$ cat src/rtl/tx_frame_serializer_pkg.sv
// Shared definitions for the transmit framing path: address layout,
// Ethernet framing constants and the serializer state encoding.
package tx_frame_serializer_pkg;

  // Registered TX address as produced by the address register stage.
  typedef struct packed {
    logic [47:0] dst;
    logic [47:0] src;
  } tx_address_t;

  localparam int ETH_HDR_BYTES   = 14;
  localparam int ETH_MIN_PAYLOAD = 46;
  localparam int ETH_MAX_PAYLOAD = 1500;

  typedef enum logic [2:0] {
    ST_IDLE    = 3'd0,
    ST_HEADER  = 3'd1,
    ST_PAYLOAD = 3'd2,
    ST_PAD     = 3'd3,
    ST_DRAIN   = 3'd4
  } tx_ser_state_e;

  // Header byte idx (0..13): dst MSB first, src MSB first, type MSB first.
  function automatic logic [7:0] hdr_byte(input tx_address_t addr,
                                          input logic [15:0] etype,
                                          input logic [3:0]  idx);
    logic [111:0] hdr;
    hdr = {addr.dst, addr.src, etype} << {idx, 3'b000};
    return hdr[111:104];
  endfunction

endpackage

$ cat src/rtl/tx_frame_serializer_out_reg.sv
// One-deep registered AXI-Stream output slice. A new beat may be loaded
// whenever the slice is empty or its current beat is being accepted (adv);
// while a beat is stalled, data and last hold stable.
module tx_axis_out_reg (
  input  logic       clk,
  input  logic       rst_n,
  input  logic       load,
  input  logic [7:0] d_data,
  input  logic       d_last,
  input  logic       m_tready,
  output logic [7:0] m_tdata,
  output logic       m_tvalid,
  output logic       m_tlast,
  output logic       adv
);

  assign adv = ~m_tvalid | m_tready;

  // Output beat register: refill or empty only on adv.
  always_ff @(posedge clk or negedge rst_n) begin
    if (!rst_n) begin
      m_tdata  <= 8'h00;
      m_tvalid <= 1'b0;
      m_tlast  <= 1'b0;
    end else if (adv) begin
      m_tvalid <= load;
      if (load) begin
        m_tdata <= d_data;
        m_tlast <= d_last;
      end
    end
  end

endmodule

$ cat src/rtl/tx_frame_serializer.sv
// Serializes one Ethernet frame (dst, src, type, payload) onto a byte-wide
// AXI-Stream toward the MAC, padding short payloads and truncating long ones.
//
// Handshake: on both streams a beat transfers on a rising clock edge where
// valid and ready are both high; a source holds valid and its data stable
// until that transfer; ready may depend combinationally on the other side
// (s_tready follows the output slice's adv while forwarding payload).
module tx_frame_serializer
  import tx_frame_serializer_pkg::*;
#(
  parameter int MIN_PAYLOAD = ETH_MIN_PAYLOAD,
  parameter int MAX_PAYLOAD = ETH_MAX_PAYLOAD,
  parameter bit PAD_EN      = 1'b1
) (
  input  logic          clk,
  input  logic          rst_n,
  input  logic          start,
  input  tx_address_t   tx_address,
  input  logic [15:0]   ether_type,
  input  logic [7:0]    s_tdata,
  input  logic          s_tvalid,
  output logic          s_tready,
  input  logic          s_tlast,
  output logic [7:0]    m_tdata,
  output logic          m_tvalid,
  input  logic          m_tready,
  output logic          m_tlast,
  output logic          busy,
  output logic          done,
  output logic          err_oversize,
  output tx_ser_state_e state_dbg
);

  localparam logic [15:0] MIN_CNT  = 16'(MIN_PAYLOAD);
  localparam logic [15:0] MAX_CNT  = 16'(MAX_PAYLOAD);
  localparam logic [3:0]  HDR_LAST = 4'(ETH_HDR_BYTES - 1);

  tx_ser_state_e state, state_n;
  tx_address_t   snap_addr, snap_addr_n;
  logic [15:0]   snap_type, snap_type_n;
  logic [3:0]    hdr_cnt, hdr_cnt_n;
  logic [15:0]   pay_cnt, pay_cnt_n;
  // last_loaded: the m_tlast beat of this frame is in (or through) the slice.
  // tail_acked: that beat has been accepted by the MAC.
  // in_closed: after truncation, the input s_tlast has been swallowed.
  logic          last_loaded, last_loaded_n;
  logic          tail_acked, tail_acked_n;
  logic          in_closed, in_closed_n;
  logic          done_r, done_n;
  logic          err_r, err_n;

  logic          load, d_last, adv;
  logic [7:0]    d_data;
  logic [15:0]   pay_inc;
  logic          s_acc, m_acc_last, out_ok, in_ok;

  tx_axis_out_reg u_out (
    .clk      (clk),
    .rst_n    (rst_n),
    .load     (load),
    .d_data   (d_data),
    .d_last   (d_last),
    .m_tready (m_tready),
    .m_tdata  (m_tdata),
    .m_tvalid (m_tvalid),
    .m_tlast  (m_tlast),
    .adv      (adv)
  );

  assign pay_inc      = pay_cnt + 16'd1;
  assign s_acc        = s_tvalid & s_tready;
  assign m_acc_last   = m_tvalid & m_tready & m_tlast;
  assign out_ok       = tail_acked | m_acc_last;
  assign in_ok        = (state != ST_DRAIN) | in_closed | (s_acc & s_tlast);
  assign busy         = (state != ST_IDLE);
  assign done         = done_r;
  assign err_oversize = err_r;
  assign state_dbg    = state;

  // State and frame bookkeeping registers.
  always_ff @(posedge clk or negedge rst_n) begin
    if (!rst_n) begin
      state       <= ST_IDLE;
      snap_addr   <= '0;
      snap_type   <= '0;
      hdr_cnt     <= '0;
      pay_cnt     <= '0;
      last_loaded <= 1'b0;
      tail_acked  <= 1'b0;
      in_closed   <= 1'b0;
      done_r      <= 1'b0;
      err_r       <= 1'b0;
    end else begin
      state       <= state_n;
      snap_addr   <= snap_addr_n;
      snap_type   <= snap_type_n;
      hdr_cnt     <= hdr_cnt_n;
      pay_cnt     <= pay_cnt_n;
      last_loaded <= last_loaded_n;
      tail_acked  <= tail_acked_n;
      in_closed   <= in_closed_n;
      done_r      <= done_n;
      err_r       <= err_n;
    end
  end

  // Next-state, output-slice load and payload-side ready.
  always_comb begin
    state_n       = state;
    snap_addr_n   = snap_addr;
    snap_type_n   = snap_type;
    hdr_cnt_n     = hdr_cnt;
    pay_cnt_n     = pay_cnt;
    last_loaded_n = last_loaded;
    tail_acked_n  = tail_acked | (last_loaded & m_acc_last);
    in_closed_n   = in_closed;
    done_n        = 1'b0;
    err_n         = 1'b0;
    load          = 1'b0;
    d_data        = 8'h00;
    d_last        = 1'b0;
    s_tready      = 1'b0;

    case (state)
      ST_IDLE: begin
        // Byte 0 comes straight from the inputs so it is valid the cycle
        // after start; the rest of the header is taken from the snapshot.
        if (start) begin
          snap_addr_n   = tx_address;
          snap_type_n   = ether_type;
          load          = 1'b1;
          d_data        = hdr_byte(tx_address, ether_type, 4'd0);
          hdr_cnt_n     = 4'd1;
          pay_cnt_n     = '0;
          last_loaded_n = 1'b0;
          tail_acked_n  = 1'b0;
          in_closed_n   = 1'b0;
          state_n       = ST_HEADER;
        end
      end

      ST_HEADER: begin
        if (adv) begin
          load   = 1'b1;
          d_data = hdr_byte(snap_addr, snap_type, hdr_cnt);
          if (hdr_cnt == HDR_LAST) begin
            pay_cnt_n = '0;
            state_n   = ST_PAYLOAD;
          end else begin
            hdr_cnt_n = hdr_cnt + 4'd1;
          end
        end
      end

      ST_PAYLOAD: begin
        s_tready = adv & ~last_loaded;
        if (s_acc) begin
          load      = 1'b1;
          d_data    = s_tdata;
          pay_cnt_n = pay_inc;
          if (s_tlast) begin
            if (pay_inc >= MIN_CNT || !PAD_EN) begin
              d_last        = 1'b1;
              last_loaded_n = 1'b1;
            end else begin
              state_n = ST_PAD;
            end
          end else if (pay_inc == MAX_CNT) begin
            d_last        = 1'b1;
            last_loaded_n = 1'b1;
            err_n         = 1'b1;
            state_n       = ST_DRAIN;
          end
        end
      end

      ST_PAD: begin
        if (adv && !last_loaded) begin
          load      = 1'b1;
          pay_cnt_n = pay_inc;
          if (pay_inc == MIN_CNT) begin
            d_last        = 1'b1;
            last_loaded_n = 1'b1;
          end
        end
      end

      ST_DRAIN: begin
        // Excess payload is accepted and discarded up to its s_tlast.
        s_tready = ~in_closed;
        if (s_acc && s_tlast) in_closed_n = 1'b1;
      end

      default: state_n = ST_IDLE;
    endcase

    // Frame completes once the tail beat is out and the input side is closed.
    if (state != ST_IDLE && last_loaded && out_ok && in_ok) begin
      state_n       = ST_IDLE;
      done_n        = 1'b1;
      last_loaded_n = 1'b0;
      tail_acked_n  = 1'b0;
      in_closed_n   = 1'b0;
    end
  end

endmodule

$ cat config.mk
export PLATFORM = sky130hd
export DESIGN_NAME = tx_frame_serializer
export DESIGN_NICKNAME = d
export VERILOG_FILES = /design/src/rtl/tx_frame_serializer_pkg.sv /design/src/rtl/tx_frame_serializer_out_reg.sv /design/src/rtl/tx_frame_serializer.sv
export SDC_FILE = /design/constraint.sdc
export NUM_CORES = 1
export LEC_CHECK = 0
export CORE_ASPECT_RATIO = 0.8
export CORE_MARGIN = 8
export CORE_UTILIZATION = 48
export CTS_CLUSTER_SIZE = 40
export DETAILED_ROUTE_END_ITERATION = 7
export MAX_ROUTING_LAYER = met4
export PLACE_DENSITY = 0.73
export SLEW_MARGIN = 20
export SYNTH_ARGS = -nofsm -noshare
export SYNTH_HDL_FRONTEND = slang
export SYNTH_SLANG_ARGS = --single-unit
$ cat constraint.sdc
create_clock -name clk -period 2.5 [get_ports clk]
set_input_delay 0.375 -clock clk [delete_from_list [all_inputs] [get_ports clk]]
set_output_delay 0.375 -clock clk [all_outputs]
set_load 0.01 [all_outputs]
==> results.md, run 1 <==
* Row count at 41
* Mean post-synth cell area at 12.15 µm²
* Slew margin rel. at 0.6312
* WL final at 20700 µm
* Slowest CP cell: or4_4
* Number of buffers created by CTS at 17
* Clk slew on worst S/H paths at 0.06 ns
* Post-synthesis xor/xnor area fraction at 0.009241
* Gate power share at 0.093
* Post-Syn Nets at 755
* Routed Antenna Nets at 0
* Simple-gate area share of the yosys netlist at 0.09340
* Boundary Pins at 143
* CP cell instances: ha_2 -> nand4_4 -> or3_1 -> o32ai_1 -> o21ai_2 -> or4_4 -> o21ai_1 -> a31oi_1
* Die span in y at 128.4 µm
* Asr flop ratio synth at 1.000
* Yosys reg bits at 150
* Slowest stage delay, CP at 0.52 ns
* Worst Setup Start Kind: flop
* Top cells by area, synth: dfrtp_1 (50%), mux2_2 (17%), mux4_2 (7.1%)
* First-pass DRT Iterations at 5
* Synth cell count leaders: dfrtp_1 (150), mux2_2 (113), o21ai_0 (38)
* GR Overflow Total at 0
* Mux cell area share after synthesis at 0.2616
* Post-synth top area share at 0.4950
* DRT iter0 DRCs at 471
* Gate Count Post-Synth at 624
* Clock Latency Late Sink at 0.43 ns
* Setup TNS at 0 ns
* # diodes at 0
* Largest family of logic cells by synthesized area: multiplexers
* RR Endpoint: state_dbg[1]
* Main synth FF type: dfrtp_1
* Top-count cell post-synth: dfrtp_1
* Longest Clk Path Bufs at 2
* DP Worst Slack at 0.05995 ns
* Final instance area at 0.01007 mm²
* Max Cap Violations at 0
* Placed Cells at 971
* P_int at 4.473 mW
* Setup crit start: pay_cnt[1]
* Drt wl/cell at 20.54 µm
* Share of layout cells above drive strength 1 at 0.3001
* Warnings, synthesis at 0
* Final setup violation count at 0
* Count of cell types in the netlist at 65
* Antenna violations before repair at 0
* Post-DP Area at 0.009402 mm²
* Number of global-route vias before repair at 6051
* Fin Clk Skew at 0.006976 ns
* Switching Share at 0.2252
* Reg2reg setup slack at 0.11 ns
* Adder-Cell Fraction of Synth Area at 0.008251
* Worst setup EP type: flop
* Sequential area share after synthesis at 0.4950
* Clock Tree Root: clkbuf_16
* Final Max Tran Viols at 0
* Via count at 5817
* Post-route insts no fill at 1008
* Final Hold Vio Count at 0
* Clock power share at 0.460
* Sequential share of power at 0.447
* Worst-path fanout max at 6
* Post-synth EDFFs at 0
* Worst Tran Pin Value at 0.5532 ns
* Critical path class: flop to flop
* Unrepaired setup endpoints after global routing: true
* Die area at 0.02010 mm²
* Clock sinks at 150
* NetSw at 1.300 mW
* Crit path DAT at 2.69 ns
* Area grow syn2layout at 32.87%
* Peak VDD IR at 470.2 µV
* R2R cell count at 8
* DRC errors left at 0
* Post-synthesis compound-gate area fraction at 0.09752
* I/O Buffers at 142
* Reg-to-reg critical path startpoint: pay_cnt[1]
* LEAKAGE at 4.248 nW
* Initial Util at 0.4862
* CTS tree: yes
* Via/cell ratio at 5.771
* H-tree depth at 4
* Final Cycle Share at 0.9578
* Hold Path Class: primary input to async pin
* GP Congestion at 0.9441
* Core area at 0.01560 mm²
* Outcome: finished clean
* Worst setup margin at 0.1054 ns
* Final nets at 911
* Die width at 156.5 µm
* Pin count of the biggest net entering global routing at 74
* Mapped cell area at 0.007582 mm²
* GRT Util Overall at 0.2177
* Final Power at 5.773 mW
* Fin crit period at 2.395 ns
* Peak Freq at 417.6 MHz
* # fillers at 1207
* Post-synth top area cell: dfrtp_1
* First-pass GRT wire length at 32840 µm
* Required time worst endpoint at 2.80 ns
* Hpwl dp at 14760 µm
* Pwr/cell area at 573.0 mW/mm²
## cell type report
class                           count  area [µm²]  share of cell area
Sequential cell                   150        3762              0.3734
Multi-Input combinational cell    412        3587              0.3561
Timing Repair Buffer              183        1783              0.1770
Clock buffer                       19       442.9             0.04396
Tap cell                          215       269.0             0.02670
Clock inverter                     13       170.2             0.01689
Inverter                           16       60.06            0.005961
## flip-flops by register name, summed over array words and instances (netlist names), 3 cells and up
signal / flops
state_dbg: 3
hdr_cnt: 4
snap_addr: 96
u_out.m_tdata: 8
pay_cnt: 16
snap_type: 16
## what timing repair did
item	in CTS	in global routing
buffers inserted	0	4
endpoints found under the setup margin	1	7
endpoints found under the hold margin	55	0
hold buffers	1	0
cloned	0	0
gates resized for setup	1	8
pin swaps	0	2
## power groups by stage
stage	Combinational, mW	Clock (mW)	Sequential (mW)
2_1_floorplan	0.204	0	2.61
3_3_place_gp	0.527	0	2.61
3_5_place_dp	0.539	0	2.62
4_1_cts	0.544	2.69	2.58
5_1_grt	0.578	2.80	2.59
6_report	0.537	2.65	2.58
## routing by layer
metal,share of wire,GRT usage
met5,0,-
met1,0.44,0.2809
met2,0.47,0.3283
met3,0.074,0.06334
met4,0.016,0.06599
## stage by stage
step / util / hold slack, ns
finish: 0.6460 / 0.4783
global route: 0.6460 / 0.5178
CTS: 0.6429 / 0.4845
detailed placement: 0.6029 / 0.3781
global placement: 0.6029 / 0.3700
floorplan: - / 0.07941
## critical path, delay by kind of cell (launching register included)
kind                     cells  cell delay [ns]
AND/OR/NAND/NOR              3             1.08
AO/OA/AOI/OAI                4             0.54
flip-flops                   1             0.37
adder cells (fa/ha/maj)      1             0.28
## how the worst max path moves through the flow
| stage | endpoint | slack, ns | depth (start not counted) |
|---|---|---|---|
| global route | state_dbg[1] | -0.006 | 8 |
| floorplan | pay_cnt[13] | 0.0005 | 12 |
| global placement | state_dbg[1] | 0.09 | 8 |
| finish | state_dbg[1] | 0.11 | 8 |
| CTS | s_tready | 0.03 | 5 |
| detailed placement | u_out.m_tdata[3] | 0.06 | 9 |
## cells in the final DEF (no fill, tap or decap), types with 4 or more instances in the layout
cell / netlist / final
dfrtp_1: 150 / 143
o22ai_1: 9 / 9
nor2b_1: 4 / 4
buf_4: 1 / 36
or2_2: 4 / 4
nand3b_1: 4 / 4
nor2_1: 21 / 20
a31oi_1: 4 / 4
and3_1: 4 / 4
buf_12: 0 / 4
dfrtp_2: 0 / 7
nand3_1: 12 / 12
nand4_1: 5 / 5
inv_1: 16 / 16
nand2_1: 37 / 37
nor3_1: 7 / 5
mux2_2: 113 / 113
mux2i_1: 17 / 17
nor4_1: 5 / 5
clkdlybuf4s50_1: 0 / 141
a222oi_1: 8 / 8
mux4_2: 24 / 24
or3_1: 5 / 5
ha_1: 5 / 4
clkbuf_16: 0 / 17
o21ai_0: 38 / 38
o31ai_1: 11 / 11
a21oi_1: 16 / 16
xnor2_1: 5 / 5
## cell families (layout without fill, tap and decap cells)
logic type      after synthesis  in the layout
fa+ha+maj                     5              5
xor+xnor                      8              8
buf+inv                      62            231
simple gates                131            131
compound gates              114            114
mux                         154            154
flops                       150            150
No activity file was read; power rests on OpenSTA's default activity.
==> run 2, diff against run 1 <==
==> constraint.sdc (replaced) <==
create_clock -name clk -period 2.5 [get_ports clk]
set_input_delay 0.375 -clock clk [delete_from_list [all_inputs] [get_ports clk]]
set_output_delay 0.375 -clock clk [all_outputs]
set_load 0.1 [all_outputs]
==> run 2 against run 1 <==
Effect of this change: utilization grew 0.32 points; global-route usage down 0.39 points; critical path type unchanged; total power increased by 2.3%; first-iteration DRC count is 23% lower; combinational power increased by 5.0%.
==> results.md, run 2 (synthesis gave the netlist of run 1 again) <==
* Outcome: finished clean
* Commonest non-fill, non-tap cell in the layout: dfrtp_1
* Routed Antenna Nets at 0 (unchanged)
* Final setup violation count at 0 (unchanged)
* Pin count of the biggest net entering global routing at 96 (+30%)
* Required time worst endpoint at 2.79 ns (about the same)
* Most frequent cells in the layout: dfrtp_1 (140), clkdlybuf4s50_1 (124), mux2_2 (113), buf_4 (51), o21ai_0 (38)
* Worst-path fanout max at 8 (+2)
* Number of buffers created by CTS at 17 (unchanged)
* Row count at 41 (unchanged)
* Hold Path Class: primary input to async pin
* Hpwl dp at 14800 µm (+0.27%)
* LEAKAGE at 4.314 nW (+1.6%)
* Worst setup EP type: flop
* Die area at 0.02010 mm² (unchanged)
* GR Overflow Total at 0 (unchanged)
* Clk slew on worst S/H paths at 0.06 ns (about the same)
* Largest regs: snap_addr x96, pay_cnt x16, snap_type x16
* Worst Setup Start Kind: flop
* Max reg flops at 96 (unchanged)
* Final Hold Vio Count at 0 (unchanged)
* Critical path class: flop to flop
* Largest Register: snap_addr
* Unrepaired setup endpoints after global routing: true
* DRC errors left at 0 (unchanged)
* Initial Util at 0.4862 (unchanged)
* WL final at 20420 µm (-1.3%)
* # diodes at 0 (unchanged)
* Peak Freq at 415.4 MHz (-0.53%)
* Hold slack at 0.3887 ns (-0.08958 ns)
* Placed Cells at 973 (+0.21%)
* First-pass DRT Iterations at 5 (unchanged)
* Core area at 0.01560 mm² (unchanged)
* Final Max Tran Viols at 0 (unchanged)
* GP Congestion at 0.9110 (-3.5%)
* Pwr/cell area at 583.4 mW/mm² (+1.8%)
* Fin Clk Skew at 0.01022 ns (+0.003241 ns)
* Area grow syn2layout at 33.53%
* Via/cell ratio at 5.651 (-2.1%)
* # fillers at 1203 (-0.33%)
* First-pass GRT wire length at 32370 µm (-1.4%)
* Post-route insts no fill at 1008 (unchanged)
* Longest Clk Path Bufs at 2 (unchanged)
* Antenna violations before repair at 0 (unchanged)
* CTS tree: yes
* Share of layout cells above drive strength 1 at 0.3329 (+0.03279)
* Number of global-route vias before repair at 6016 (-0.58%)
* Clock sinks at 150 (unchanged)
* Fin crit period at 2.407 ns (+0.01277 ns)
* Slew margin rel. at 0.6706 (+0.03943)
* Crit path DAT at 2.70 ns (about the same)
* Clock Tree Root: clkbuf_16
* Max Cap Violations at 0 (unchanged)
* Die width at 156.5 µm (unchanged)
* Final nets at 911 (unchanged)
* GRT Util Overall at 0.2138 (-0.003923)
* I/O Buffers at 142 (unchanged)
* Clock Latency Late Sink at 0.42 ns (about the same)
* Worst Tran Pin Value at 0.4889 ns (-0.06431 ns)
* Via count at 5696 (-2.1%)
* DRT iter0 DRCs at 363 (-23%)
* H-tree depth at 4 (unchanged)
* Final Cycle Share at 0.9629 (+0.005109)
* Drt wl/cell at 20.26 µm (-1.3%)
* Peak VDD IR at 490.4 µV (+4.3%)
* Boundary Pins at 143 (unchanged)
* Die span in y at 128.4 µm (unchanged)
## run 2: final timing paths
check                                 startpoint                to  slack [ns]  cells past startpoint
worst max-delay path                  pay_cnt[1]      state_dbg[1]        0.09                      9
worst min-delay path                       rst_n     snap_addr[69]        0.39                      2
worst max register to register        pay_cnt[1]      state_dbg[1]        0.09                      9
worst min register to register  u_out.m_tdata[4]  u_out.m_tdata[4]        0.49                      2
max in group asynchronous                  rst_n        pay_cnt[3]        1.29                      3
min in group clk                u_out.m_tdata[4]  u_out.m_tdata[4]        0.49                      2
## run 2: layout make-up
type / count / area (µm²) / area share
tap: 215 / 269.0 / 0.02657
inverter: 16 / 60.06 / 0.005932
clock inverter: 13 / 193.9 / 0.01915
clock buffer: 19 / 442.9 / 0.04375
sequential: 150 / 3766 / 0.3720
timing repair buffer: 183 / 1748 / 0.1726
multi-input combinational: 412 / 3645 / 0.3600
## run 2: metrics by stage
step	worst slack, ns	setup TNS [ns]	power [mW]	util	cell area [µm²]
6_report	0.09265	0	5.907	0.6492	10120
2_1_floorplan	0.0006806	0	2.844	-	7607
3_5_place_dp	0.01908	0	3.192	0.6024	9394
5_1_grt	-0.03031	-0.04393	6.137	0.6492	10120
4_1_cts	0.006750	0	5.985	0.6439	10040
3_3_place_gp	0.02435	0	3.172	0.6024	9394
## run 2: metal layers
metal	wire length, µm	share of wire	vias up	GRT usage
met3	1460	0.071	25	0.07071
met1	9023	0.44	2854	0.2791
met2	9481	0.46	188	0.3084
met4	459	0.022	0	0.07332
met5	0	0	-	-
li1	-	-	2629	-
## run 2: critical path, stage by stage, from the launching register on
cell,delay (ns)
dfrtp_1,0.42
buf_6,0.16
buf_4,0.13
a21bo_2,0.18
o21ai_0,0.07
a31oi_1,0.12
or4b_4,0.50
or4_4,0.47
o21ai_2,0.12
a31oi_1,0.09
## run 2: where the power goes
part / switching (mW) / internal [mW] / total [mW]
Clock: 1.05 / 1.71 / 2.76
Sequential: 0.0551 / 2.53 / 2.58
Combinational: 0.229 / 0.335 / 0.564
## run 2: repair_timing
action                                 4_1_cts  5_1_grt
gates resized for setup                      0       17
buffers inserted                             0        2
setup endpoints to repair                    0        5
hold buffers                                 1        0
endpoints found under the hold margin       26        0
==> run 3, diff against run 2 <==
SETUP_SLACK_MARGIN = 0.02   (was default)
==> run 3 against run 2 <==
Effect of this change: the flow now finishes with violations (design-rule violations); global-route usage fell by 0.17 points; largest cell class unchanged; sequential share of layout area up 0.29 points; highest routed layer unchanged; combinational power is essentially flat; critical endpoint unchanged.
==> results.md, run 3 (synthesis gave the netlist of run 1 again) <==
* Clock Latency Late Sink at 0.42 ns (about the same)
* Worst Tran Pin Value at 0.6640 ns (+0.1751 ns)
* Pwr/cell area at 572.4 mW/mm² (-1.9%)
* Final instance area at 0.01005 mm² (-0.74%)
* First-pass GRT wire length at 32070 µm (-0.94%)
* I/O Buffers at 142 (unchanged)
* Unrepaired setup endpoints after global routing: true
* Largest Register: snap_addr
* GRT Util Overall at 0.2121 (-0.001673)
* Hold Path Class: flop to flop
* Fin Clk Skew at 0.006358 ns (-0.003858 ns)
* Peak Freq at 419.6 MHz (+1.0%)
* Setup TNS at 0 ns (unchanged)
* Clk slew on worst S/H paths at 0.06 ns (about the same)
* Max reg flops at 96 (unchanged)
* Failing checks: design-rule violations
* Die span in y at 128.4 µm (unchanged)
* GP Congestion at 0.9162 (+0.57%)
* Area grow syn2layout at 32.54%
* Via count at 5731 (+0.61%)
* Most frequent cells in the layout: dfrtp_1 (139), clkdlybuf4s50_1 (124), mux2_2 (113), buf_4 (52), o21ai_0 (38)
* Worst Setup EP: state_dbg[1]
* Hold Startpoint: snap_addr[40]
* Die area at 0.02010 mm² (unchanged)
* Final nets at 910 (-0.11%)
* Final Cycle Share at 0.9534 (-0.009559)
* Routed Antenna Nets at 0 (unchanged)
* First-pass DRT Iterations at 8 (+3)
* Required time worst endpoint at 2.79 ns (about the same)
* Commonest non-fill, non-tap cell in the layout: dfrtp_1
* Max Cap Violations at 0 (unchanged)
* Worst-path fanout max at 8 (unchanged)
* Setup crit start: pay_cnt[0]
* Boundary Pins at 143 (unchanged)
* Number of global-route vias before repair at 6039 (+0.38%)
* DRC errors left at 4 (+4)
* Core area at 0.01560 mm² (unchanged)
* RR Endpoint: state_dbg[1]
* Initial Util at 0.4862 (unchanged)
* Via/cell ratio at 5.686 (+0.61%)
* Number of buffers created by CTS at 17 (unchanged)
* Worst setup EP type: flop
* WL final at 20350 µm (-0.35%)
* Reg-to-reg critical path startpoint: pay_cnt[0]
* Post-DP Area at 0.009382 mm² (-0.13%)
* Reg2reg setup slack at 0.12 ns (+0.02 ns)
* Outcome: complete, but fails checks
* GR Overflow Total at 0 (unchanged)
* Critical path class: flop to flop
* Clock Tree Root: clkbuf_16
* # fillers at 1227 (+2.0%)
* LEAKAGE at 4.262 nW (-1.2%)
* Fin crit period at 2.383 ns (-0.02390 ns)
* Worst Setup Start Kind: flop
* Final Max Tran Viols at 0 (unchanged)
* Clock sinks at 150 (unchanged)
* Die width at 156.5 µm (unchanged)
* Peak VDD IR at 438.6 µV (-11%)
* DRT iter0 DRCs at 478 (+32%)
* Final setup violation count at 0 (unchanged)
* H-tree depth at 4 (unchanged)
* Hpwl dp at 14880 µm (+0.49%)
* Slew margin rel. at 0.5573 (-0.1133)
* Antenna violations before repair at 1 (+1)
* Final Hold Vio Count at 0 (unchanged)
* Largest regs: snap_addr x96, pay_cnt x16, snap_type x16
* Worst setup margin at 0.1165 ns (+0.02390 ns)
* Share of layout cells above drive strength 1 at 0.3270 (-0.005893)
* Crit path DAT at 2.67 ns (-0.03 ns)
* Longest Clk Path Bufs at 2 (unchanged)
* CTS tree: yes
* Pin count of the biggest net entering global routing at 101 (+5.2%)
* Drt wl/cell at 20.19 µm (-0.35%)
* DP Worst Slack at -0.0003644 ns (-0.01945 ns)
* Row count at 41 (unchanged)
* R2R cell count at 8 (-1)
[run 3: cell types whose count changed in the layout (fill, tap and decap cells not counted), moves of 2 or more]
cell        previous run  this run
buf_6                  3         1
inv_6                  4         2
clkbuf_1               1         3
clkinvlp_4             1         3
clkinv_4               3         1
[run 3: worst max-delay path: stages (launching register included)]
cell and delay [ns]:
dfrtp_2 0.46, ha_4 0.22, nand4_4 0.14, nor2_2 0.15, xnor2_1 0.08, or4b_4 0.53
or4_4 0.46, o21ai_1 0.13, a31oi_1 0.08
[run 3: through the flow]
step	std cells	utilization	total power, mW	hold slack (ns)
final	1008	0.6444	5.752	0.5041
after global routing	1008	0.6444	5.973	0.5128
after CTS	1004	0.6414	5.808	0.5055
after detailed placement	971	0.6016	3.194	0.4245
after global placement	971	0.6016	3.175	0.4216
after floorplan	624	-	2.844	0.07941
[run 3: metal layers]
| layer | up-vias | global-route usage | wire length (µm) |
|---|---|---|---|
| li1 | 2629 | - | - |
| met1 | 2877 | 0.2855 | 9198 |
| met2 | 209 | 0.3171 | 9592 |
| met3 | 16 | 0.05194 | 1285 |
| met4 | 0 | 0.05584 | 276 |
| met5 | - | - | 0 |
[run 3: where the power goes]
group          internal, mW  switching, mW
clock network          1.60           1.00
logic                 0.337          0.230
registers              2.53         0.0554
[run 3: layout make-up]
| type | instances | area, µm² | area share |
|---|---|---|---|
| well taps | 215 | 269.0 | 0.02677 |
| multi-input cells | 412 | 3618 | 0.3601 |
| clock buffers | 21 | 450.4 | 0.04482 |
| diodes | 1 | 2.502 | 0.0002490 |
| inverters | 16 | 60.06 | 0.005976 |
| clock inverters | 11 | 148.9 | 0.01482 |
| repair buffers | 182 | 1733 | 0.1724 |
| flip-flops and latches | 150 | 3767 | 0.3749 |
[run 3: worst min path at each step]
stage	depth (start not counted)	slack (ns)	end
detailed placement	1	0.42	snap_addr[78]
global route	1	0.51	snap_addr[59]
CTS	1	0.51	snap_addr[3]
global placement	1	0.42	snap_addr[70]
floorplan	0	0.08	done
finish	1	0.50	snap_addr[40]
[run 3: repair_timing]
| action | CTS | global route |
|---|---|---|
| pin swaps | 0 | 2 |
| endpoints found under the hold margin | 33 | 0 |
| setup buffers | 0 | 3 |
| resized for setup | 2 | 8 |
| endpoints found under the setup margin | 2 | 5 |
| hold buffers | 1 | 0 |
